==> src/rtl/proc_ctrl_pkg.sv <==
// Shared definitions for the processor control unit: opcodes, sequencing
// states and instruction-word field positions (format III XXX YYY).
package proc_ctrl_pkg;

  localparam logic [2:0] OP_MV  = 3'b000;
  localparam logic [2:0] OP_MVI = 3'b001;
  localparam logic [2:0] OP_ADD = 3'b010;
  localparam logic [2:0] OP_SUB = 3'b011;

  typedef enum logic [1:0] {
    T0 = 2'b00,
    T1 = 2'b01,
    T2 = 2'b10,
    T3 = 2'b11
  } state_t;

  localparam int OP_MSB = 8;
  localparam int OP_LSB = 6;
  localparam int X_MSB  = 5;
  localparam int X_LSB  = 3;
  localparam int Y_MSB  = 2;
  localparam int Y_LSB  = 0;

  function automatic logic [2:0] ir_op(input logic [8:0] ir);
    return ir[OP_MSB:OP_LSB];
  endfunction

  function automatic logic [2:0] ir_x(input logic [8:0] ir);
    return ir[X_MSB:X_LSB];
  endfunction

  function automatic logic [2:0] ir_y(input logic [8:0] ir);
    return ir[Y_MSB:Y_LSB];
  endfunction

endpackage

==> src/rtl/reg_dec3to8.sv <==
// Register index decoder: 3-bit index to one-hot select, bit 7 = R0 ... bit 0 = R7.
// The whole output is forced to zero when the enable is low.
module reg_dec3to8
  import proc_ctrl_pkg::*;
(
  input  logic [2:0] idx,
  input  logic       en,
  output logic [7:0] onehot
);

  // Shift a single bit down from the R0 position by the register index
  always_comb begin
    onehot = 8'b0000_0000;
    if (en) begin
      onehot = 8'b1000_0000 >> idx;
    end else begin
      onehot = 8'b0000_0000;
    end
  end

endmodule

==> src/rtl/proc_ctrl_fsm.sv <==
// Control sequencer for the 16-bit bus processor: fetches the instruction into IR
// and walks T0..T3, decoding bus-driver selects and register load enables.
module proc_ctrl_fsm
  import proc_ctrl_pkg::*;
#(
  parameter int DATA_W = 16,
  parameter int IR_W   = 9,
  parameter int NREG   = 8
) (
  input  logic              Clock,
  input  logic              Reset,
  input  logic              Run,
  input  logic [DATA_W-1:0] DIN,
  output logic [NREG-1:0]   Rout,
  output logic [NREG-1:0]   Rin,
  output logic              Gout,
  output logic              DINout,
  output logic              Ain,
  output logic              Gin,
  output logic              AddSub,
  output logic              IRin,
  output logic              Done,
  output logic              Busy
);

  state_t            state;
  state_t            next_state;
  logic [IR_W-1:0]   ir;
  logic [2:0]        op;
  logic [2:0]        x_idx;
  logic [2:0]        y_idx;
  logic [2:0]        rout_idx;
  logic              rout_en;
  logic [2:0]        rin_idx;
  logic              rin_en;
  logic              din_unused;

  // Only the low IR_W bits of DIN carry the instruction; the rest feed the bus only
  assign din_unused = ^DIN[DATA_W-1:IR_W];

  assign op    = ir_op(ir);
  assign x_idx = ir_x(ir);
  assign y_idx = ir_y(ir);
  assign Busy  = (state != T0);

  // Sequencing state register
  always_ff @(posedge Clock) begin
    if (Reset) begin
      state <= T0;
    end else begin
      state <= next_state;
    end
  end

  // Instruction register, captured only when a fetch is accepted in T0
  always_ff @(posedge Clock) begin
    if (Reset) begin
      ir <= {IR_W{1'b0}};
    end else if ((state == T0) && Run) begin
      ir <= DIN[IR_W-1:0];
    end else begin
      ir <= ir;
    end
  end

  // Next-state and control decode from (state, IR); IRin alone follows Run
  always_comb begin
    next_state = state;
    rout_idx   = 3'd0;
    rout_en    = 1'b0;
    rin_idx    = 3'd0;
    rin_en     = 1'b0;
    Gout       = 1'b0;
    DINout     = 1'b0;
    Ain        = 1'b0;
    Gin        = 1'b0;
    AddSub     = 1'b0;
    IRin       = 1'b0;
    Done       = 1'b0;
    case (state)
      T0: begin
        IRin = Run;
        if (Run) begin
          next_state = T1;
        end else begin
          next_state = T0;
        end
      end
      T1: begin
        case (op)
          OP_MV: begin
            rout_idx   = y_idx;
            rout_en    = 1'b1;
            rin_idx    = x_idx;
            rin_en     = 1'b1;
            Done       = 1'b1;
            next_state = T0;
          end
          OP_MVI: begin
            DINout     = 1'b1;
            rin_idx    = x_idx;
            rin_en     = 1'b1;
            Done       = 1'b1;
            next_state = T0;
          end
          OP_ADD, OP_SUB: begin
            rout_idx   = x_idx;
            rout_en    = 1'b1;
            Ain        = 1'b1;
            next_state = T2;
          end
          default: begin
            // Illegal opcode: retire immediately without touching the datapath
            Done       = 1'b1;
            next_state = T0;
          end
        endcase
      end
      T2: begin
        rout_idx   = y_idx;
        rout_en    = 1'b1;
        Gin        = 1'b1;
        AddSub     = (op == OP_SUB);
        next_state = T3;
      end
      T3: begin
        Gout       = 1'b1;
        rin_idx    = x_idx;
        rin_en     = 1'b1;
        Done       = 1'b1;
        next_state = T0;
      end
      default: begin
        next_state = T0;
      end
    endcase
  end

  reg_dec3to8 u_rout_dec (
    .idx    (rout_idx),
    .en     (rout_en),
    .onehot (Rout)
  );

  reg_dec3to8 u_rin_dec (
    .idx    (rin_idx),
    .en     (rin_en),
    .onehot (Rin)
  );

endmodule

==> config.mk <==
export PLATFORM = sky130hd
export DESIGN_NAME = proc_ctrl_fsm
export DESIGN_NICKNAME = d
export VERILOG_FILES = /design/src/rtl/proc_ctrl_pkg.sv /design/src/rtl/reg_dec3to8.sv /design/src/rtl/proc_ctrl_fsm.sv
export SDC_FILE = /design/constraint.sdc
export NUM_CORES = 1
export LEC_CHECK = 0
export ABC_AREA = 0
export BUFFER_PORTS_ARGS = -buffer_cell sky130_fd_sc_hd__buf_2
export CELL_PAD_IN_SITES_DETAIL_PLACEMENT = 1
export CELL_PAD_IN_SITES_GLOBAL_PLACEMENT = 1
export CORE_ASPECT_RATIO = 0.75
export CORE_UTILIZATION = 30
export DETAILED_ROUTE_END_ITERATION = 16
export PLACE_DENSITY = 0.89
export SYNTH_ARGS = -nofsm -noshare
export SYNTH_HDL_FRONTEND = slang
export SYNTH_SLANG_ARGS = --single-unit
==> constraint.sdc <==
create_clock -name Clock -period 3.4 [get_ports Clock]
set_input_delay 0.17 -clock Clock [delete_from_list [all_inputs] [get_ports Clock]]
set_output_delay 0.17 -clock Clock [all_outputs]
set_load 0.02 [all_outputs]
==> results by group, run 1 <==
Status
  • Status: finished clean

Floorplanning
  • Initial core utilization: 0.322
  • Core area: 0.00233 sq mm
  • Die area: roughly 0.0027 sq mm
  • # rows: 15
  • Die Width: between 50 and 60 um
  • Chip height: ~45 um
  • I/O pin total: 43

Drt
  • ANT nets after route: 0
  • Initial drt markers: 6
  • Met2 wire length: 1.10 mm
  • Vias per cell: just under 5
  • Top routing layer in use: met3
  • Drt first pass iters: 2
  • Met3 routed WL: between 80 and 90 um
  • Wl on met1: about 1.0 mm
  • Wire per inst: between 10 and 15 um
  • # DRC: 0
  • DR vias: about 850
  • WL final: roughly 2.2 mm

Timing
  • FMAX: approximately 0.43 GHz
  • Worst Skew: 3.37 ps
  • Final setup fails: 0
  • TNS Setup: 0 ps
  • Worst Tran Pin Value: ~450 ps
  • RSZ-0062 raised after global routing: false
  • Min Hold Slack: 139 ps
  • Final Hold Violating Endpoints: 0
  • Final Cycle Share: 0.679
  • Slew HR: 0.698
  • Slew Limit Fails: 0
  • Clock period minus worst slack: ~2300 ps

Power
  • PD cells: between 200 and 300 mW/mm^2
  • Leakage: roughly 0.00048 uW
  • Power after layout: roughly 290 uW
  • Maximum VDD drop: 0.000167 V

Setup path
  • WP data required: between 3000 and 4000 ps
  • Crit path kind: register to output pin
  • Max FO, Critical Path: 7
  • Cell family with most CP delay: simple AND/OR/NAND/NOR gates
  • Cells along the critical path: inv_1, ha_1, or4b_4, o211ai_2, nand2_1, nor2_1, buf_2
  • Depth of the most critical reg-to-reg path: 6
  • CP max stage delay: between 500 and 600 ps
  • Reg-to-reg critical path startpoint: state[0]
  • CP arrival: 2140 ps
  • FF-to-FF End: ir[8]
  • CP endpoint: Rout[6]
  • Critical Path End Type: output pin
  • CP startpoint kind: register
  • Critical-path top delay cell: or4b_4
  • Worst path bufs/invs: 2
  • Cell count along the critical path: 7
  • R2r setup slk: approximately 1700 ps

Global routing
  • Initial antenna violation count: 0
  • GRT Util Overall: 0.177
  • Number of global-route vias before repair: roughly 800
  • Grt ovf: 0
  • First-pass GRT wire length: 3.52 mm
  • Largest net degree at the start of global routing: 12

Synthesis
  • Sequential-to-total area share from yosys stat: 0.294
  • Post-synthesis register bit count: 11
  • YS warnings: 0
  • Mapped Area: 748 sq um
  • Mapped Cells: around 110
  • Number of library cell types mapped by synthesis: 25
  • Mean Syn Cell Area: about 7 sq um
  • Syn Nets: around 130

Finish
  • Fraction of layout cells with a size suffix above 1: 0.303
  • N_diodes: 0
  • Fill count: approximately 320
  • P&R area growth vs syn: 30.6%
  • Fin nets: ~170

Clocking
  • CTS buffer count: 3
  • Root Driver: clkbuf_4
  • CTS Sinks: 11
  • PostCTS Resize Cnt: 0
  • Maximum clock insertion buffer count: 2
  • Post-CTS Setup Inserts: 0
  • CTS tree: done
  • H-tree Lvls: 1
  • Clock Pin Slew Worst Setup and Hold Paths: roughly 70 ps
  • Clk Latency, worst-skew pair: about 260 ps
  • CTS Hold Bufs: 0

Placement
  • Dpl hpwl: 1.86 mm
  • RD Place Congestion: slightly below 0.8
  • Input/output buffers: 35

Hold path
  • Class of the worst hold path: input pin to register
  • Hold_sp: DIN[3]

Flow run
  • Max-cap violations: 0
[where the power goes]
part	switching (uW)	leakage, uW	total, uW	internal [uW]
Sequential	9.86	0.0000903	146	136
Clock	44.7	0.0000150	90.1	45.3
Combinational	32.8	0.000377	54.5	21.7
[registers in the layout, summed over array words and instances, names as in the netlist, named ones only]
| signal | cells |
|---|---|
| ir | 9 |
| state | 1 |
[tightest hold or removal path, cell delays in order]
cell     delay (ps)
buf_2           100
nand2_1          50
a21oi_1          50
[stage by stage]
step | setup WS (ps) | area, sq um | utilization | std cells
CTS | 1070 | 977 | 0.420 | 176
floorplan | 1560 | 748 | - | 105
finish | 1090 | 977 | 0.420 | 176
global route | 940 | 977 | 0.420 | 176
global placement | 1500 | 951 | 0.409 | 172
detailed placement | 1380 | 951 | 0.409 | 172
[Yosys cell counts]
library cell	instances	area, sq um
a21o_1	1	7.51
a21oi_1	10	50.1
dfxtp_1	11	220
or4b_4	1	13.8
and3b_2	1	10.0
inv_1	6	22.5
nand4b_1	2	17.5
nor4b_1	1	8.76
clkinv_1	1	3.75
buf_6	1	11.3
nor2_1	18	67.6
a21bo_2	1	10.0
o211a_1	2	20.0
mux2i_1	2	20.0
ha_1	5	62.6
clkbuf_1	1	3.75
nand2b_1	3	18.8
or2b_1	1	7.51
nor3_1	2	10.0
nand2_1	28	105
o211ai_2	2	25.0
and2_1	1	6.26
o21ai_0	2	10.0
o21bai_1	1	7.51
o2111ai_1	1	8.76
[per-layer routing]
metal  vias to the layer above  GRT usage
met5                         -          0
met4                         0     0.0279
met3                         0     0.0344
met2                        22      0.333
met1                       403      0.213
li1                        421          -
[logic make-up after synthesis]
group           synth area share
buf+inv                   0.0552
flops                      0.294
compound gates             0.186
simple gates               0.355
fa+ha+maj                 0.0836
mux                       0.0268
[layout by cell type, fill, tap and decap left out, drive strengths merged]
cell | synthesis | routed
o211ai | 2 | 2
nand2b | 3 | 3
or4b | 1 | 1
a21o | 1 | 1
nor3 | 2 | 2
nand4b | 2 | 2
nor2 | 18 | 18
clkbuf | 1 | 4
nor4b | 1 | 1
a21bo | 1 | 1
o211a | 2 | 2
a21oi | 10 | 10
and3b | 1 | 1
and2 | 1 | 1
ha | 5 | 5
o21bai | 1 | 1
o2111ai | 1 | 1
o21ai | 2 | 2
mux2i | 2 | 2
nand2 | 28 | 28
inv | 6 | 6
clkinv | 1 | 1
buf | 1 | 35
or2b | 1 | 1
dfxtp | 11 | 11
[worst min path at each step]
stage,end,cells after the start
after floorplan,ir[0],1
after global placement,ir[6],3
after detailed placement,ir[3],3
after CTS,ir[3],3
after global routing,ir[3],3
final,ir[3],3
[layout make-up]
cell class,instances,area [sq um],share of cell area
well taps,34,42.5,0.0435
repair buffers,35,175,0.179
flip-flops and latches,11,220,0.225
inverters,7,26.3,0.0269
clock buffers,4,26.3,0.0269
multi-input cells,85,487,0.498
No activity file was read; power rests on OpenSTA's default activity.
==> inputs of run 2 (changes only) <==
Settings changed: CORE_UTILIZATION 30 to 28, PLACE_DENSITY 0.89 to 0.84.
Clock period 3.4 ns to 2.2 ns, I/O delays scaled along.
==> results by group, run 2 (same netlist as run 1, synthesis figures left out) <==
Clocking
  • CTS Sinks: 11
  • Clock Pin Slew Worst Setup and Hold Paths: roughly 70 ps
  • Maximum clock insertion buffer count: 2
  • Root Driver: clkbuf_4
  • H-tree Lvls: 1
  • CTS buffer count: 3
  • CTS tree: done
  • CTS Hold Bufs: 0
  • Clk Latency, worst-skew pair: approximately 280 ps

Setup path
  • CP startpoint kind: register
  • CP endpoint: Rout[6]
  • Max FO, Critical Path: 7
  • CP max stage delay: roughly 500 ps
  • Reg-to-reg critical path startpoint: state[0]
  • Depth of the most critical reg-to-reg path: 6
  • R2r setup slk: approximately 790 ps
  • WP data required: around 2100 ps
  • FF-to-FF End: ir[1]
  • CP arrival: a little over 2000 ps
  • Cells along the critical path: inv_2, ha_4, or4b_4, o211ai_2, nand2_1, nor2_1, buf_2
  • Critical Path End Type: output pin
  • Crit path kind: register to output pin
  • Critical-path top delay cell: or4b_4

Power
  • Clk pwr share: 0.311
  • Register share of total power: 0.497
  • Int Power: between 300 and 400 uW
  • Comb pwr share: 0.192
  • Maximum VDD drop: 0.000270 V
  • Switching portion of total power: 0.310
  • PD cells: between 400 and 500 mW/mm^2
  • Leakage: between 0.0004 and 0.0005 uW
  • P_sw: around 140 uW

Finish
  • Top reg by flops: ir
  • Fraction of layout cells with a size suffix above 1: 0.336
  • Commonest non-fill, non-tap cells in the layout: 35 x buf_2, 28 x nand2_1, 18 x nor2_1
  • Fin nets: around 170
  • Fill count: roughly 330
  • Registers with the most flip-flops: ir x9, state x1
  • P&R area growth vs syn: 33.6%
  • Max reg flops: 9
  • N_diodes: 0
  • Cell area after layout: ~1000 sq um
  • Final Instance Count excl. Fillers: between 150 and 200
  • Commonest non-fill, non-tap cell in the layout: buf_2

Drt
  • Initial drt markers: 19
  • Drt first pass iters: 3
  • Wire per inst: approximately 13 um
  • WL final: around 2.3 mm
  • DR vias: 843
  • Vias per cell: 4.76
  • # DRC: 0
  • ANT nets after route: 0

Floorplanning
  • Die area: 0.00289 sq mm
  • # rows: 15
  • Initial core utilization: 0.311
  • Die Width: a little over 60 um
  • Core area: about 0.0024 sq mm
  • Chip height: about 47 um
  • I/O pin total: 43

Placement
  • Dpl hpwl: 1.81 mm
  • Dpl cells: 173
  • Placed instance area: about 960 sq um
  • RD Place Congestion: ~0.73
  • Input/output buffers: 35

Timing
  • Final Cycle Share: 0.970
  • Slew HR: 0.737
  • Final Hold Violating Endpoints: 0
  • RSZ-0062 raised after global routing: false
  • TNS Setup: 0 ps
  • Worst Skew: a little over 3 ps
  • Worst Tran Pin Value: about 390 ps
  • FMAX: roughly 0.47 GHz
  • Final setup fails: 0
  • Clock period minus worst slack: roughly 2100 ps
  • Slew Limit Fails: 0

Hold path
  • Class of the worst hold path: input pin to register
  • Hold_sp: DIN[6]

Global routing
  • Initial antenna violation count: 0
  • Grt ovf: 0
  • First-pass GRT wire length: ~3.5 mm
  • Largest net degree at the start of global routing: 12
  • Number of global-route vias before repair: 802
  • GRT Util Overall: 0.172

Flow run
  • Max-cap violations: 0

Status
  • Status: finished clean
-- run 2: cell count changes in the layout (fill, tap and decap cells not counted), sizes merged --
cell / change
buf: +1
clkbuf: -1
clkinv: +1
-- run 2: worst min path at each step --
| stage | end | slack (ps) | depth (start not counted) |
|---|---|---|---|
| finish | ir[6] | 70 | 3 |
| global placement | ir[7] | 350 | 3 |
| detailed placement | ir[7] | 360 | 3 |
| global route | ir[0] | 60 | 3 |
| CTS | ir[7] | 60 | 3 |
| floorplan | ir[0] | 180 | 1 |
-- run 2: through the flow --
step	total power [uW]	setup slack (ps)	hold WS (ps)	util
floorplan	284	415	179	-
global placement	311	356	352	0.399
detailed placement	316	221	359	0.399
CTS	463	19.4	55.8	0.416
global route	487	2.77	62.8	0.416
finish	456	65.4	66.0	0.416
-- run 2: power by group through the flow --
stage               sequential, uW  clock (uW)  combinational [uW]
floorplan                      224           0                60.1
global placement               229           0                81.9
detailed placement             230           0                86.2
CTS                            226         149                88.2
global route                   229         159                98.2
finish                         227         142                87.6
-- run 2: per-layer routing --
layer / track usage / wire length [um] / share of wire / vias up
li1: - / - / - / 423
met1: 0.186 / 1010 / 0.44 / 389
met2: 0.325 / 1110 / 0.49 / 29
met3: 0.0634 / 128 / 0.057 / 2
met4: 0.0400 / 16 / 0.0071 / 0
met5: 0 / 0 / 0 / -
-- run 2: layout make-up --
type                    count  area [sq um]  area share
flip-flops and latches     11           221       0.222
inverters                   7          26.3      0.0263
clock buffers               3          22.5      0.0225
repair buffers             36           183       0.183
multi-input cells          85           499       0.499
well taps                  34          42.5      0.0426
clock inverters             1          5.00     0.00501
-- run 2: timing repair --
item / 4_1_cts / 5_1_grt
buffers inserted: 0 / 0
endpoints found under the setup margin: 8 / 7
pin swaps: 0 / 0
gates cloned: 0 / 0
resized for setup: 2 / 3
-- run 2: worst max-delay path, delay by kind of cell, from the launching register on --
family                   cells  cell delay (ps)
flip-flops                   1              350
adder cells (fa/ha/maj)      1              170
AO/OA/AOI/OAI                1              180
AND/OR/NAND/NOR              3              750
buffers and inverters        2              280
